### src/rtl/seq_stream_ctrl.sv
// seq_stream_ctrl: accepts parallel words over a valid/ready handshake, shifts
// them MSB-first through a programmable Mealy bit-pattern matcher (one bit per
// clock), and reports per-bit match pulses, per-word and running match counts.
//
// Ports:
//   clk, rst                 clock and synchronous active-high reset
//   cfg_we/_pattern/_len/_overlap  run-time matcher configuration (IDLE only)
//   s_valid, s_data, s_ready input word handshake
//   busy, bit_valid, bit_out serializer status and current stream bit
//   match                    match pulse in the same cycle as the completing bit
//   done, word_matches       end-of-word pulse with that word's match count
//   total_matches            saturating running total
//   first_pos, first_pos_valid  (only with SEQ_FIRST_POS_EN defined) index of
//                            the first match in the finished word
//
// Optional feature macro: SEQ_FIRST_POS_EN.
module seq_stream_ctrl #(
  parameter int WORD_W  = 8,
  parameter int PAT_MAX = 8,
  parameter int CNT_W   = 16
) (
  input  logic                       clk,
  input  logic                       rst,
  input  logic                       cfg_we,
  input  logic [PAT_MAX-1:0]         cfg_pattern,
  input  logic [$clog2(PAT_MAX):0]   cfg_len,
  input  logic                       cfg_overlap,
  input  logic                       s_valid,
  input  logic [WORD_W-1:0]          s_data,
  output logic                       s_ready,
  output logic                       busy,
  output logic                       bit_valid,
  output logic                       bit_out,
  output logic                       match,
  output logic                       done,
  output logic [$clog2(WORD_W):0]    word_matches,
`ifdef SEQ_FIRST_POS_EN
  output logic [CNT_W-1:0]           total_matches,
  output logic [$clog2(WORD_W)-1:0]  first_pos,
  output logic                       first_pos_valid
`else
  output logic [CNT_W-1:0]           total_matches
`endif
);

  localparam int LEN_W = $clog2(PAT_MAX) + 1;
  localparam int WM_W  = $clog2(WORD_W) + 1;
  localparam int IDX_W = $clog2(WORD_W);

  localparam logic [1:0] ST_IDLE  = 2'd0;
  localparam logic [1:0] ST_SHIFT = 2'd1;
  localparam logic [1:0] ST_DONE  = 2'd2;

  localparam logic [PAT_MAX-1:0] PAT_DEFAULT = PAT_MAX'(4'b1101);
  localparam logic [LEN_W-1:0]   LEN_DEFAULT = LEN_W'(4);

  logic [1:0]         state_q, state_d;
  logic [WORD_W-1:0]  word_q, word_d;
  logic [IDX_W-1:0]   idx_q, idx_d;
  logic [PAT_MAX-1:0] pat_q, pat_d;
  logic [LEN_W-1:0]   len_q, len_d;
  logic               ovl_q, ovl_d;
  logic [PAT_MAX-2:0] hist_q, hist_d;
  logic [LEN_W-1:0]   seen_q, seen_d;
  logic [WM_W-1:0]    wcnt_q, wcnt_d;
  logic [CNT_W-1:0]   total_q, total_d;
`ifdef SEQ_FIRST_POS_EN
  logic [IDX_W-1:0]   fpos_q, fpos_d;
  logic               fvld_q, fvld_d;
`endif

  logic [LEN_W-1:0]   len_clamp;
  logic [PAT_MAX-1:0] window;
  logic [PAT_MAX-1:0] len_mask;
  logic               seen_ok;
  logic               match_w;

  // Outputs derived from registered state
  assign s_ready       = !rst && (state_q == ST_IDLE) && !cfg_we;
  assign busy          = (state_q == ST_SHIFT) || (state_q == ST_DONE);
  assign bit_valid     = (state_q == ST_SHIFT);
  assign bit_out       = bit_valid && word_q[WORD_W-1];
  assign done          = (state_q == ST_DONE);
  assign word_matches  = wcnt_q;
  assign total_matches = total_q;
  assign match         = match_w;
`ifdef SEQ_FIRST_POS_EN
  assign first_pos       = fpos_q;
  assign first_pos_valid = fvld_q;
`endif

  // Length 0 behaves as a single-bit pattern; oversize lengths clip to PAT_MAX
  always_comb begin
    len_clamp = cfg_len;
    if (cfg_len == '0) begin
      len_clamp = LEN_W'(1);
    end else if (cfg_len > LEN_W'(PAT_MAX)) begin
      len_clamp = LEN_W'(PAT_MAX);
    end
  end

  // Newest bit sits at window[0], so it lines up with pattern bit 0
  assign window  = {hist_q, bit_out};
  assign seen_ok = (seen_q >= (len_q - LEN_W'(1)));

  always_comb begin
    len_mask = '0;
    for (int i = 0; i < PAT_MAX; i++) begin
      len_mask[i] = (LEN_W'(i) < len_q);
    end
  end

  assign match_w = bit_valid && seen_ok && (((window ^ pat_q) & len_mask) == '0);

  always_comb begin
    state_d = state_q;
    word_d  = word_q;
    idx_d   = idx_q;
    pat_d   = pat_q;
    len_d   = len_q;
    ovl_d   = ovl_q;
    hist_d  = hist_q;
    seen_d  = seen_q;
    wcnt_d  = wcnt_q;
    total_d = total_q;
`ifdef SEQ_FIRST_POS_EN
    fpos_d  = fpos_q;
    fvld_d  = fvld_q;
`endif
    case (state_q)
      ST_IDLE: begin
        if (cfg_we) begin
          // Configuration wins over an offered word in the same cycle
          pat_d  = cfg_pattern;
          len_d  = len_clamp;
          ovl_d  = cfg_overlap;
          hist_d = '0;
          seen_d = '0;
        end else if (s_valid) begin
          word_d  = s_data;
          idx_d   = '0;
          wcnt_d  = '0;
          state_d = ST_SHIFT;
`ifdef SEQ_FIRST_POS_EN
          fpos_d  = '0;
          fvld_d  = 1'b0;
`endif
        end
      end
      ST_SHIFT: begin
        word_d = word_q << 1;
        idx_d  = idx_q + IDX_W'(1);
        if (idx_q == IDX_W'(WORD_W - 1)) begin
          state_d = ST_DONE;
        end
        if (match_w && !ovl_q) begin
          // Non-overlapping: restart detection after a hit
          hist_d = '0;
          seen_d = '0;
        end else begin
          hist_d = window[PAT_MAX-2:0];
          if (seen_q != LEN_W'(PAT_MAX)) begin
            seen_d = seen_q + LEN_W'(1);
          end
        end
        if (match_w) begin
          wcnt_d = wcnt_q + WM_W'(1);
          if (total_q != {CNT_W{1'b1}}) begin
            total_d = total_q + CNT_W'(1);
          end
`ifdef SEQ_FIRST_POS_EN
          if (!fvld_q) begin
            fpos_d = idx_q;
            fvld_d = 1'b1;
          end
`endif
        end
      end
      ST_DONE: begin
        state_d = ST_IDLE;
      end
      default: begin
        state_d = ST_IDLE;
      end
    endcase
  end

  always_ff @(posedge clk) begin
    if (rst) begin
      state_q <= ST_IDLE;
      word_q  <= '0;
      idx_q   <= '0;
      pat_q   <= PAT_DEFAULT;
      len_q   <= LEN_DEFAULT;
      ovl_q   <= 1'b1;
      hist_q  <= '0;
      seen_q  <= '0;
      wcnt_q  <= '0;
      total_q <= '0;
`ifdef SEQ_FIRST_POS_EN
      fpos_q  <= '0;
      fvld_q  <= 1'b0;
`endif
    end else begin
      state_q <= state_d;
      word_q  <= word_d;
      idx_q   <= idx_d;
      pat_q   <= pat_d;
      len_q   <= len_d;
      ovl_q   <= ovl_d;
      hist_q  <= hist_d;
      seen_q  <= seen_d;
      wcnt_q  <= wcnt_d;
      total_q <= total_d;
`ifdef SEQ_FIRST_POS_EN
      fpos_q  <= fpos_d;
      fvld_q  <= fvld_d;
`endif
    end
  end

endmodule

### config.mk
export PLATFORM = sky130hd
export DESIGN_NAME = seq_stream_ctrl
export DESIGN_NICKNAME = d
export VERILOG_FILES = /design/src/rtl/seq_stream_ctrl.sv
export SDC_FILE = /design/constraint.sdc
export NUM_CORES = 1
export LEC_CHECK = 0
export CAP_MARGIN = 20
export CORE_AREA = 2 2 73 93
export CTS_BUF_LIST = sky130_fd_sc_hd__clkbuf_4
export CTS_CLUSTER_SIZE = 28
export DETAILED_ROUTE_END_ITERATION = 8
export DIE_AREA = 0 0 75 95
export GPL_TIMING_DRIVEN = 0
export PLACE_DENSITY = 0.87
export SLEW_MARGIN = 20
export SYNTH_ARGS = -nofsm -noshare
export SYNTH_HDL_FRONTEND = slang
export SYNTH_SLANG_ARGS = --single-unit
### constraint.sdc
create_clock -name clk -period 2.7 [get_ports clk]
set_clock_uncertainty 0.1 [all_clocks]
set_input_delay 0.54 -clock clk [delete_from_list [all_inputs] [get_ports clk]]
set_output_delay 0.54 -clock clk [all_outputs]
set_load 0.05 [all_outputs]
### Word level (Yosys, flattened, before mapping)

Index checks and enable logic that the tools add are counted.

* bits in registers: 57
* logic and storage cells: 82
* bits of input ports: 25
* output and inout bits: 26

* equality and inequality tests: 11
* bitwise operators: 2
* $add $sub $neg: 5
* magnitude comparators: 10
* mux-type cells: 23
* reduce and logical (&&, ||, !) cells: 21

Operators by type and width (number)
* $mux W4: 8
* $add A16 B1 Y16 const B: 1
* $lt A3 B4 Y1 const A: 4
* $mux W8: 2
* $ne A16 B16 Y1 const B: 1
* $pmux W4 S2: 2
* $pmux W8 S2: 1
* $mux W7: 2
* $pmux W7 S2: 1
* $reduce_and A3 Y1: 4
* $add A4 B1 Y4 const B: 2
* $and A8 B8 Y8: 1
* $logic_not A8 Y1: 1
* $lt A1 B4 Y1 const A: 2
* $lt A2 B4 Y1 const A: 2
* $xor A8 B8 Y8: 1
* $logic_and A1 B1 Y1: 6
* $mux W2: 3
* $mux W3: 2
* $ne A2 B2 Y1 const B: 3
* $pmux W3 S2: 1
* $ge A4 B4 Y1: 1
* $gt A4 B4 Y1 const B: 1
* $logic_not A4 Y1: 1
* 15 further kinds: 19

### Depth between registers and ports, before layout

Gate-level depths: netlist (run 1).

* depth after elaboration: 9
* depth in mapped cells: 11

### Worst setup path after synthesis (run 1)

No wires, ideal clock.

* kind: register -> output
* from: reg state_q[1]
* to: out match
* stages on the path, launching flop included: 9
* required time: 2.060 ns
* path slack: -0.395 ns
* arrival time: 2.455 ns
* cells stage by stage: dfxtp_1 > inv_1 > ha_1 > clkbuf_1 > a21oi_1 > o22ai_1 > a211oi_4 > nand2_1 > nor2_1

* cells in the longest elaborated chain, start to end: 6
* elaborated cells between the ends (all ways): 7

RTL lines
* from (decl): line 57 `logic [1:0] state_q, state_d;`
* from (signal assigned): line 205 `state_q <= state_d;`
* $eq A2 B1 Y1 *: line 81 `assign bit_valid = (state_q == ST_SHIFT);`
* via bit_valid: line 32 `output logic bit_valid,`
* $logic_and A1 B1 Y1: line 82 `assign bit_out = bit_valid && word_q[WORD_W-1];`
* $xor A8 B8 Y8: line 113 `assign match_w = bit_valid && seen_ok && (((window ^ pat_q) & len_mask) == '0);`
* $and A8 B8 Y8: line 113
* $logic_not A8 Y1: line 113
* $logic_and A1 B1 Y1 *: line 113
* to (decl): line 34 `output logic match,`

Mark *: on every way through the listed nets, which the timed path passes. The rest lies on a longest branch.

### Worst setup path after layout (run 1)

* from: reg seen_q[0]
* to: out match

* cells in the longest elaborated chain, start to end: 3

RTL lines
* from (decl): line 64 `logic [LEN_W-1:0] seen_q, seen_d;`
* from (signal assigned): line 212 `seen_q <= seen_d;`
* $ge A4 B4 Y1: line 104 `assign seen_ok = (seen_q >= (len_q - LEN_W'(1)));`
* $logic_and A1 B1 Y1 (2 in a row): line 113

Every way passes these cells.

==> report_table.html, run 1 <==
<table>
<tr><th>Metric</th><th>Value</th></tr>
<tr><th colspan="2">Die</th></tr>
<tr><td>Top-level port count</td><td>51</td></tr>
<tr><td>Die Y</td><td>roughly 95 microns</td></tr>
<tr><td>Starting density of the core</td><td>48.1%</td></tr>
<tr><td>Placeable core area</td><td>around 6300 sq um</td></tr>
<tr><td>Die area</td><td>between 7000 and 8000 sq um</td></tr>
<tr><td>Site row count</td><td>33</td></tr>
<tr><td>Die outline width</td><td>about 75 microns</td></tr>
<tr><th colspan="2">GRT</th></tr>
<tr><td>Number of global-route vias before repair</td><td>2880</td></tr>
<tr><td>Number of antenna violations at the first check in global routing</td><td>0</td></tr>
<tr><td>Sum of overflow across all layers after global routing</td><td>0</td></tr>
<tr><td>First-pass GRT wire length</td><td>13400 microns</td></tr>
<tr><td>Pin count of the biggest net entering global routing</td><td>14</td></tr>
<tr><td>Tot GR Track Use</td><td>approximately a quarter</td></tr>
<tr><th colspan="2">Synth</th></tr>
<tr><td>Async SR Flop Fraction</td><td>0%</td></tr>
<tr><td>Instance count of the mapped netlist</td><td>368</td></tr>
<tr><td>Total number of yosys warnings</td><td>0</td></tr>
<tr><td>Number of synthesized flops with an enable pin</td><td>0</td></tr>
<tr><td>Flip-flop cell with the highest count after synthesis</td><td>sky130_fd_sc_hd__dfxtp_1</td></tr>
<tr><td>Syn Std Cell Area</td><td>3040 sq um</td></tr>
<tr><td>Proportion of synthesized chip area in sequential cells</td><td>37.6%</td></tr>
<tr><td>Synthesis-stage register bit count</td><td>57</td></tr>
<tr><td>Syn Nets</td><td>410</td></tr>
<tr><td>Count of unique library cells instantiated by Yosys</td><td>48</td></tr>
<tr><td>Mean instance size in the synthesized netlist</td><td>8.25 sq um</td></tr>
<tr><th colspan="2">STA</th></tr>
<tr><td>Unrepaired setup endpoints after global routing</td><td>true</td></tr>
<tr><td>Post-route clock period utilization</td><td>108%</td></tr>
<tr><td>Hold Violations, Final</td><td>0</td></tr>
<tr><td>Highest Clock Rate</td><td>0.343 GHz</td></tr>
<tr><td>Min Tclk post-route</td><td>2920 ps</td></tr>
<tr><td>Final Setup Violations</td><td>20</td></tr>
<tr><td>Headroom to the max-slew limit</td><td>54.5%</td></tr>
<tr><td>Actual slew at the worst max-slew pin</td><td>about 670 ps</td></tr>
<tr><td>Final Worst Setup Slack</td><td>-218 ps</td></tr>
<tr><td>Final max-slew violation count</td><td>0</td></tr>
<tr><th colspan="2">Outcome</th></tr>
<tr><td>Status</td><td>finished, violations left</td></tr>
<tr><td>Violated checks</td><td>negative setup slack</td></tr>
<tr><th colspan="2">Layout</th></tr>
<tr><td>Most used cells in the layout excluding fill and tap cells</td><td>sky130_fd_sc_hd__dfxtp_1, sky130_fd_sc_hd__clkdlybuf4s50_1, sky130_fd_sc_hd__nand2_1</td></tr>
<tr><td>Core Util, Final</td><td>65.1%</td></tr>
<tr><td>Number of antenna repair diodes</td><td>0</td></tr>
<tr><td>Area Growth Syn to Fin</td><td>35.4%</td></tr>
<tr><td>Post-route cell area</td><td>4110 sq um</td></tr>
<tr><td>Number of nets in the final layout</td><td>481</td></tr>
<tr><td>Ratio of cells with drive above 1 in the final layout</td><td>17.6%</td></tr>
<tr><td>Most common library cell in the layout ignoring fill and taps</td><td>sky130_fd_sc_hd__dfxtp_1</td></tr>
<tr><td>Filler cells</td><td>489</td></tr>
<tr><th colspan="2">Clock tree</th></tr>
<tr><td>Num Clock Sinks</td><td>57</td></tr>
<tr><td>Register clock-pin slew on the reported worst setup and hold paths</td><td>80 ps</td></tr>
<tr><td>Inserted Clock Buffers</td><td>9</td></tr>
<tr><td>CTS tree</td><td>done</td></tr>
<tr><td>CTS Hold Buffers Added</td><td>0</td></tr>
<tr><td>Buffer type at the clock tree root</td><td>sky130_fd_sc_hd__clkbuf_4</td></tr>
<tr><td>Number of H-tree levels</td><td>3</td></tr>
<tr><td>Insertion delay of the later-clocked pin in the worst-skew pair</td><td>410 ps</td></tr>
<tr><td>Maximum count of clock buffers along a single path</td><td>2</td></tr>
<tr><th colspan="2">Detailed routing</th></tr>
<tr><td>Via count</td><td>3148</td></tr>
<tr><td>DRC violation total after the first TritonRoute iteration</td><td>241</td></tr>
<tr><td>Count of TritonRoute iterations in the first routing pass</td><td>6</td></tr>
<tr><td>Vias/cell</td><td>5.94</td></tr>
<tr><td>DRC violation count after routing</td><td>0</td></tr>
<tr><td>Routed length per instance</td><td>~17 microns</td></tr>
<tr><td>WL final</td><td>8980 microns</td></tr>
<tr><td>Count of nets left with antenna violations after detail routing</td><td>0</td></tr>
<tr><th colspan="2">Placed design</th></tr>
<tr><td>Number of buffers added on ports</td><td>50</td></tr>
<tr><td>Dpl ws</td><td>-976 ps</td></tr>
<tr><td>HPWL after DPL</td><td>approximately 5400 microns</td></tr>
<tr><td>Routability cong.</td><td>0.817</td></tr>
<tr><td>Total placed instance area</td><td>roughly 3700 sq um</td></tr>
<tr><th colspan="2">Power</th></tr>
<tr><td>Power per Cell Area</td><td>429 nW/um^2</td></tr>
<tr><td>Leakage power of the design</td><td>1.54 nW</td></tr>
<tr><td>Highest ir drop seen on vdd</td><td>0.000295 V</td></tr>
<tr><th colspan="2">Worst hold path</th></tr>
<tr><td>Class of the most critical hold timing path</td><td>flip-flop to flip-flop</td></tr>
<tr><th colspan="2">Critical path</th></tr>
<tr><td>Capturing element type of the critical path</td><td>output port</td></tr>
<tr><td>Worst setup path class</td><td>flip-flop to output port</td></tr>
<tr><td>Data arrival at the endpoint of the critical path</td><td>2280 ps</td></tr>
<tr><td>Startpoint type of the worst setup path</td><td>flip-flop</td></tr>
<tr><td>CP required</td><td>2060 ps</td></tr>
<tr><td>Critical path peak fanout</td><td>4</td></tr>
<tr><th colspan="2">Run</th></tr>
<tr><td>Max-capacitance violation count</td><td>0</td></tr>
</table>
synth_stat cells (6+ instances only):
| cell | number | share of area [%] |
|---|---|---|
| sky130_fd_sc_hd__clkbuf_1 | 14 | 1.7 |
| sky130_fd_sc_hd__a211oi_1 | 7 | 1.7 |
| sky130_fd_sc_hd__o21ai_0 | 6 | 0.99 |
| sky130_fd_sc_hd__mux2_1 | 7 | 2.6 |
| sky130_fd_sc_hd__o31ai_1 | 7 | 1.7 |
| sky130_fd_sc_hd__nand3_1 | 14 | 2.3 |
| sky130_fd_sc_hd__or4_1 | 6 | 1.5 |
| sky130_fd_sc_hd__nor2_1 | 40 | 4.9 |
| sky130_fd_sc_hd__ha_1 | 17 | 7.0 |
| sky130_fd_sc_hd__nor3_1 | 7 | 1.2 |
| sky130_fd_sc_hd__nand2b_1 | 7 | 1.4 |
| sky130_fd_sc_hd__dfxtp_1 | 57 | 38 |
| sky130_fd_sc_hd__xnor2_1 | 11 | 3.2 |
| sky130_fd_sc_hd__nand3b_1 | 8 | 2.0 |
| sky130_fd_sc_hd__nand2_1 | 45 | 5.6 |
| sky130_fd_sc_hd__inv_1 | 14 | 1.7 |
| sky130_fd_sc_hd__a21oi_1 | 32 | 5.3 |
| sky130_fd_sc_hd__nor2b_1 | 6 | 1.2 |
| sky130_fd_sc_hd__nand4_1 | 6 | 1.2 |
| sky130_fd_sc_hd__mux2i_1 | 10 | 3.3 |
critical path, cell delays in order, from the launching register on:
cell and delay, ps:
sky130_fd_sc_hd__dfxtp_1 430, sky130_fd_sc_hd__inv_1 110, sky130_fd_sc_hd__ha_1 280, sky130_fd_sc_hd__nand2b_1 150, sky130_fd_sc_hd__a2111oi_2 480, sky130_fd_sc_hd__nor4_4 110, sky130_fd_sc_hd__nand2_2 130, sky130_fd_sc_hd__nor2_4 40
sky130_fd_sc_hd__buf_8 150
where the power goes:
group	internal [mW]	switching, mW	total [mW]	leakage [nW]
sequential	0.876	0.0291	0.905	0.465
combinational	0.150	0.222	0.373	1.02
clock	0.170	0.317	0.487	0.0578
sequential cells by signal, indices dropped and copies added (netlist names):
signal	count
word_q	8
state_q	2
ovl_q	1
word_matches	4
idx_q	3
len_q	4
hist_q	7
pat_q	8
total_matches	16
seen_q	4
path summary, 6_finish.rpt:
check             from   endpoint  slack (ps)  cells after the start
max          seen_q[0]      match        -220                      8
min          hist_q[6]  hist_q[6]         370                      2
max reg2reg  seen_q[0]  seen_q[3]        -210                     10
min reg2reg  hist_q[6]  hist_q[6]         370                      2
kinds of logic (layout without fill, tap and decap cells):
family / count (synthesis) / in the layout / share of synthesized area [%]
AOI/OAI and AO/OA: 74 / 74 / 15.5
muxes: 17 / 17 / 5.89
buffers and inverters: 34 / 109 / 4.37
DFF: 57 / 57 / 37.6
and+or+nand+nor: 157 / 157 / 26.2
adders and majority gates: 17 / 17 / 7.00
xor gates and xnor gates: 12 / 12 / 3.46
final cells by class:
| type | instances | area [sq um] | share of cell area, % |
|---|---|---|---|
| repair buffers | 62 | 614 | 14.9 |
| clock inverters | 6 | 26.3 | 0.639 |
| plain buffers | 17 | 86.3 | 2.10 |
| inverters | 15 | 58.8 | 1.43 |
| multi-input cells | 277 | 2000 | 48.6 |
| clock buffers | 9 | 67.6 | 1.64 |
| flip-flops and latches | 57 | 1150 | 27.9 |
| well taps | 87 | 109 | 2.65 |
what timing repair did:
item                                    in CTS  in global routing
pin swaps                                   20                  9
gates resized for setup                     55                 30
cloned                                       1                  0
endpoints found under the setup margin      35                 31
buffers inserted                             8                  3
through the flow:
stage,std cells,hold slack [ps],setup TNS [ps],power [mW]
4_1_cts,528,371,-2070,1.74
5_1_grt,530,394,-5220,1.83
2_1_floorplan,368,344,0,1.15
3_5_place_dp,505,360,-7330,1.26
3_3_place_gp,505,355,-4900,1.25
6_report,530,370,-2560,1.77
per-layer routing:
layer / vias up / share of wire, % / GRT usage (%)
met5: - / 0 / 0
met4: 0 / 4.7 / 12.4
met3: 47 / 7.5 / 3.95
met2: 157 / 49 / 40.4
met1: 1493 / 39 / 29.7
li1: 1451 / - / -
Note: power is estimated with default switching activity, not from simulation.
==> run 2, diff against run 1 <==
--- a/config.mk
+++ b/config.mk
@@ -8,7 +8,7 @@
 export CAP_MARGIN = 20
 export CORE_AREA = 2 2 73 93
 export CTS_BUF_LIST = sky130_fd_sc_hd__clkbuf_4
-export CTS_CLUSTER_SIZE = 28
+export CTS_CLUSTER_SIZE = 12
 export DETAILED_ROUTE_END_ITERATION = 8
 export DIE_AREA = 0 0 75 95
 export GPL_TIMING_DRIVEN = 0
==> results of run 2 <==
No change in the layout: final DEF, timing and power equal those of run 1.
==> edit 1, RTL diff (config.mk and constraints of run 1) <==
Reset style: asynchronous (`rst`), changed in one clocked block. Comments in the files are not updated.
--- a/src/rtl/seq_stream_ctrl.sv
+++ b/src/rtl/seq_stream_ctrl.sv
@@ -186,5 +186,5 @@
   end
 
-  always_ff @(posedge clk) begin
+  always_ff @(posedge clk or posedge rst) begin
     if (rst) begin
       state_q <= ST_IDLE;
Function: differs if rst is asserted again (counterexample within 4 cycles, from zero or initial values and one cycle with rst high); with rst held inactive, the same outputs for 10 cycles.
==> edit 1 against run 1 <==
The flow still finishes with violations (setup timing); worst setup slack improved by 30 ps; design area increased by 0.55%; wire length decreased by 16%; cell count decreased by 11%; critical path type unchanged; area after synthesis increased by 1.4%; core utilization increased by 0.36 points; worst hold slack improved by 24 ps; sequential cell count unchanged; largest cell class unchanged; non-clock buffer count decreased by 2.
Power is not compared: it rests on default switching activity, and its combinational part moved more than twofold at a synthesized area within 25%.
==> edit 1: results <==
group,metric,value,unit
synth,synth_nets,346,
synth,synth.top_cells.by_count,"52 x dfrtp_1, 36 x nand2_1, 28 x o21ai_0",
worst_setup_path,cp_top_family,"buffers and inverters",
synth,yosys_warnings,0,
layout,fin_nets,421,
global_routing,grt_pass1_vias,2651,
layout,fillers,445,
hold_path,min-delay-start,"word_q[4]",
global_routing,grt_util_all_layers,22.3,%
placed_design,finalWeightedCongestion,0.845,
worst_setup_path,crit_start,"len_q[1]",
layout,layout.cells.non_filler,471,
outcome,status,"finished, violations left",
cts,clk_pin_slew,110,ps
placed_design,dp_slack,-666,ps
sta,setup_violations,1,
synth,seq_area_frac_synth,46.5,%
layout,drive_gt1_share,20.3,%
layout,largest_reg_flops,16,
routing,routed-via-count,2623,
worst_setup_path,crit_arrival,2250,ps
power_and_ir_drop,static-leakage-power,1.82,nW
layout,antenna_cells,0,
global_routing,grt_max_degree,58,
worst_setup_path,r2r_setup_slack,30,ps
global_routing,gr-usage-met3,5.34,%
worst_setup_path,r2r_cells,11,
hold_path,hold_end,"word_q[4]",
worst_setup_path,worst_r2r_endpoint,"word_matches[3]",
synth,synth_area_per_cell,10.1,sq um
synth,synthArstFlopShare,100,%
global_routing,grt_first_pass_wirelength,12.1,mm
sta,fin_ws,-188,ps
power_and_ir_drop,ir_worst_vdd,0.738,mV
routing,drt-initial-drc-count,175,
placed_design,hpwlAfterDp,4.93,mm
worst_setup_path,cp_max_fo,3,
cts,clock_latency,400,ps
sta,worstMarginPinSlew,1010,ps
worst_setup_path,slowest_stage,"dfrtp_2",
routing,wl,7.50,mm
worst_setup_path,max_stage_delay,430,ps
global_routing,met2_usage,37.6,%
cts,htreeDepth,3,
global_routing,grtUsageMet1,25.7,%
synth,synth_area_leaders,"dfrtp_1 42%, ha_1 6.9%, xor2_1 4.8%",
placed_design,placed_cells,441,
synth,ys_types,47,
routing,dr.pass1.iters,4,
outcome,failed_checks,"setup timing",
## edit 1: cell count changes in the layout (fill, tap and decap cells not counted), sizes merged, moves of 9 or more
cell   before  now
o21ai      10   31
dfrtp       0   52
a21oi      32    7
xor2        1   17
nor2       40   14
nand2      45   36
dfxtp      57    0
## edit 1: how the worst max path moves through the flow
stage	to
2_1_floorplan	match
3_3_place_gp	match
3_5_place_dp	match
4_1_cts	match
5_1_grt	match
6_report	match
## edit 1: final cells by class
cell class / count / area share [%]
plain buffers: 13 / 2.45
clock buffers: 9 / 1.63
clock inverters: 7 / 2.06
inverters: 15 / 1.79
multi-input cells: 219 / 39.8
flip-flops and latches: 57 / 34.7
well taps: 87 / 2.63
repair buffers: 64 / 15.0
## edit 1: routing by layer
metal	share of wire (%)	routed length, um
met1	39	2910
met5	0	0
met3	5.0	375
met2	54	4020
met4	2.6	195
## edit 1: cells by family after synthesis
kind of cell	Yosys count	synth area share [%]
and+or+nand+nor	98	15.5
AOI/OAI and AO/OA	59	11.9
DFF	57	46.5
buffers and inverters	28	5.08
xor gates and xnor gates	25	7.11
muxes	20	6.95
adders and majority gates	17	6.91
## edit 1: per-stage QoR
step | setup TNS (ps) | utilization, % | cell area (sq um) | hold WS, ps
after floorplan | 0 | - | 3080 | 350
after global placement | -20330 | 58.4 | 3690 | 361
after detailed placement | -697 | 58.5 | 3690 | 374
after CTS | -223 | 63.2 | 3990 | 397
after global routing | -673 | 65.4 | 4130 | 424
final | -188 | 65.4 | 4130 | 394
## edit 1: what timing repair did
item / in CTS / in global routing
endpoints found under the setup margin: 3 / 23
hold endpoints to repair: 0 / 0
buffers inserted: 10 / 4
gates resized for setup: 26 / 19
cloned: 0 / 0
pin swaps: 6 / 5
## edit 1: tightest hold or removal path: stages, from the launching register on
cell and delay [ps]:
dfrtp_1 360, nand2_1 50, o21ai_0 60
## edit 1: where the power goes
group	internal, W	switching, W
Sequential	0.00113	0.000220
Combinational	0.000946	0.00122
Clock	0.000366	0.000334
Total	0.00244	0.00178
==> edit 2, RTL diff (flow settings as in run 1) <==
Made on the original files. Build with the macro `SEQ_FIRST_POS_EN` defined.
--- a/src/rtl/seq_stream_ctrl.sv
+++ b/src/rtl/seq_stream_ctrl.sv
@@ -15,4 +15,6 @@
 //
 // Optional feature macro: SEQ_FIRST_POS_EN.
+`define SEQ_FIRST_POS_EN
+
 module seq_stream_ctrl #(
   parameter int WORD_W  = 8,
Behaviour (old outputs only; new: first_pos and first_pos_valid): unchanged (equiv_simple and equiv_induct, registers matched by name and starting in step).
==> edit 2 against run 1 <==
The flow still finishes with violations (setup timing); global-route usage fell by 0.48 points; design area increased by 1.7%; clock power rose by 46%; maximum frequency shrank 1.3%; area after synthesis is 3.2% higher; total power up 16%; critical path depth increased by 1; die area stayed put; synthesized cell count grew 4.3%; first-iteration DRC count is 3.3% higher; cell count increased by 3.6%; sequential cell count grew 4; worst setup slack worse by 39 ps; wire length is 7.3% lower.
==> edit 2: results <==
group,metric,value,unit
outcome,status,"finished, violations left",
outcome,failed_checks,"setup timing",
synth,synth_area_per_cell,8.16,sq um
cts,clockRootBuffer,"clkbuf_4",
cts,cts_buffers,9,
routing,dr_wl_met2,4.40,mm
sta,setup_violations,1,
worst_setup_path,slowest_stage,"a2111oi_4",
routing,vias_per_cell,5.74,
global_routing,grt_first_pass_wirelength,13.2,mm
layout,drive_gt1_share,13.6,%
synth,synthArstFlopShare,0,%
global_routing,antenna_found_initial,0,
placed_design,numPortBuffers,53,
worst_setup_path,crit_arrival,2320,ps
worst_setup_path,cp_top_family,"compound AO/OA/AOI/OAI gates",
synth,synth-main-ff-cell,"dfxtp_1",
placed_design,hpwlAfterDp,5.72,mm
placed_design,placed_cells,524,
routing,wl,8.32,mm
worst_setup_path,r2r_setup_slack,10,ps
layout,fin_nets,500,
routing,wl_met1,3.23,mm
cts,clock_latency,410,ps
global_routing,grt_max_degree,11,
global_routing,met2_usage,42.3,%
global_routing,grt_util_all_layers,23.8,%
global_routing,gr-total-overflow,0,
layout,largest_reg_flops,16,
global_routing,gr-usage-met3,5.55,%
worst_setup_path,max_stage_delay,410,ps
hold_path,hp-class,"flip-flop to flip-flop",
sta,worstMarginPinSlew,623,ps
cts,clk_pin_slew,110,ps
routing,drt-initial-drc-count,249,
routing,routedWlPerCell,15.2,um
cts,cts_buffer_depth,2,
power_and_ir_drop,ir_worst_vdd,0.311,mV
placed_design,finalWeightedCongestion,0.879,
synth,seq_area_frac_synth,39.0,%
synth,synth_nets,426,
worst_setup_path,cp_max_fo,10,
synth,ys_types,45,
global_routing,grt_pass1_vias,2982,
global_routing,grtUsageMet1,26.5,%
routing,wl_met3,462,um
synth,synth_area_leaders,"dfxtp_1 39%, ha_1 6.8%, a21oi_1 6.7%",
cts,htreeDepth,3,
sta,fin_ws,-257,ps
layout,antenna_cells,0,
synth,yosys_warnings,0,
placed_design,postPlaceCellArea,3790,sq um
placed_design,dp_slack,-923,ps
power_and_ir_drop,static-leakage-power,1.47,nW
routing,top_layer,"met4",
sta,tns,-257,ps
synth,synth.top_cells.by_count,"61 x dfxtp_1, 51 x nand2_1, 42 x a21oi_1",
sta,holdWs,382,ps
routing,dr.pass1.iters,6,
## edit 2: cell count changes after synthesis, moves of 5 or more
| cell | run 1 | this run |
|---|---|---|
| nand2_1 | 45 | 51 |
| mux2_1 | 7 | 1 |
| nor2b_1 | 6 | 1 |
| nor2_1 | 40 | 35 |
| a21oi_1 | 32 | 42 |
| nor4_1 | 5 | 0 |
## edit 2: timing repair
action,CTS,global route
buffers inserted,9,1
pin swaps,10,3
setup endpoints to repair,28,33
gates resized for setup,37,11
gates cloned,2,0
## edit 2: cells by family (layout without fill, tap and decap cells)
| family | after synthesis | after routing | synth area share (%) |
|---|---|---|---|
| xor gates and xnor gates | 12 | 12 | 3.35 |
| AOI/OAI and AO/OA | 94 | 94 | 19.0 |
| muxes | 9 | 9 | 2.91 |
| and+or+nand+nor | 153 | 154 | 23.9 |
| DFF | 61 | 61 | 39.0 |
| buffers and inverters | 38 | 115 | 5.15 |
| adders and majority gates | 17 | 17 | 6.79 |
## edit 2: path summary, 6_finish.rpt
| check | start | endpoint | depth (start not counted) |
|---|---|---|---|
| setup / recovery | state_q[1] | match | 9 |
| hold reg to reg | pat_q[6] | pat_q[6] | 2 |
| setup reg to reg | state_q[1] | total_matches[9] | 10 |
| hold / removal | pat_q[6] | pat_q[6] | 2 |
## edit 2: cell type report
class | count | area (sq um)
Fill cell | 488 | 2140
Tap cell | 87 | 109
Multi-Input combinational cell | 286 | 1910
Timing Repair Buffer | 63 | 609
Buffer | 20 | 105
Inverter | 17 | 70.1
Clock inverter | 5 | 76.3
Sequential cell | 61 | 1230
Clock buffer | 10 | 75.1
## edit 2: power by group
part	switching, W	internal (W)
registers	0.0000277	0.000934
logic	0.000220	0.000153
clock network	0.000333	0.000377
total	0.000581	0.00146
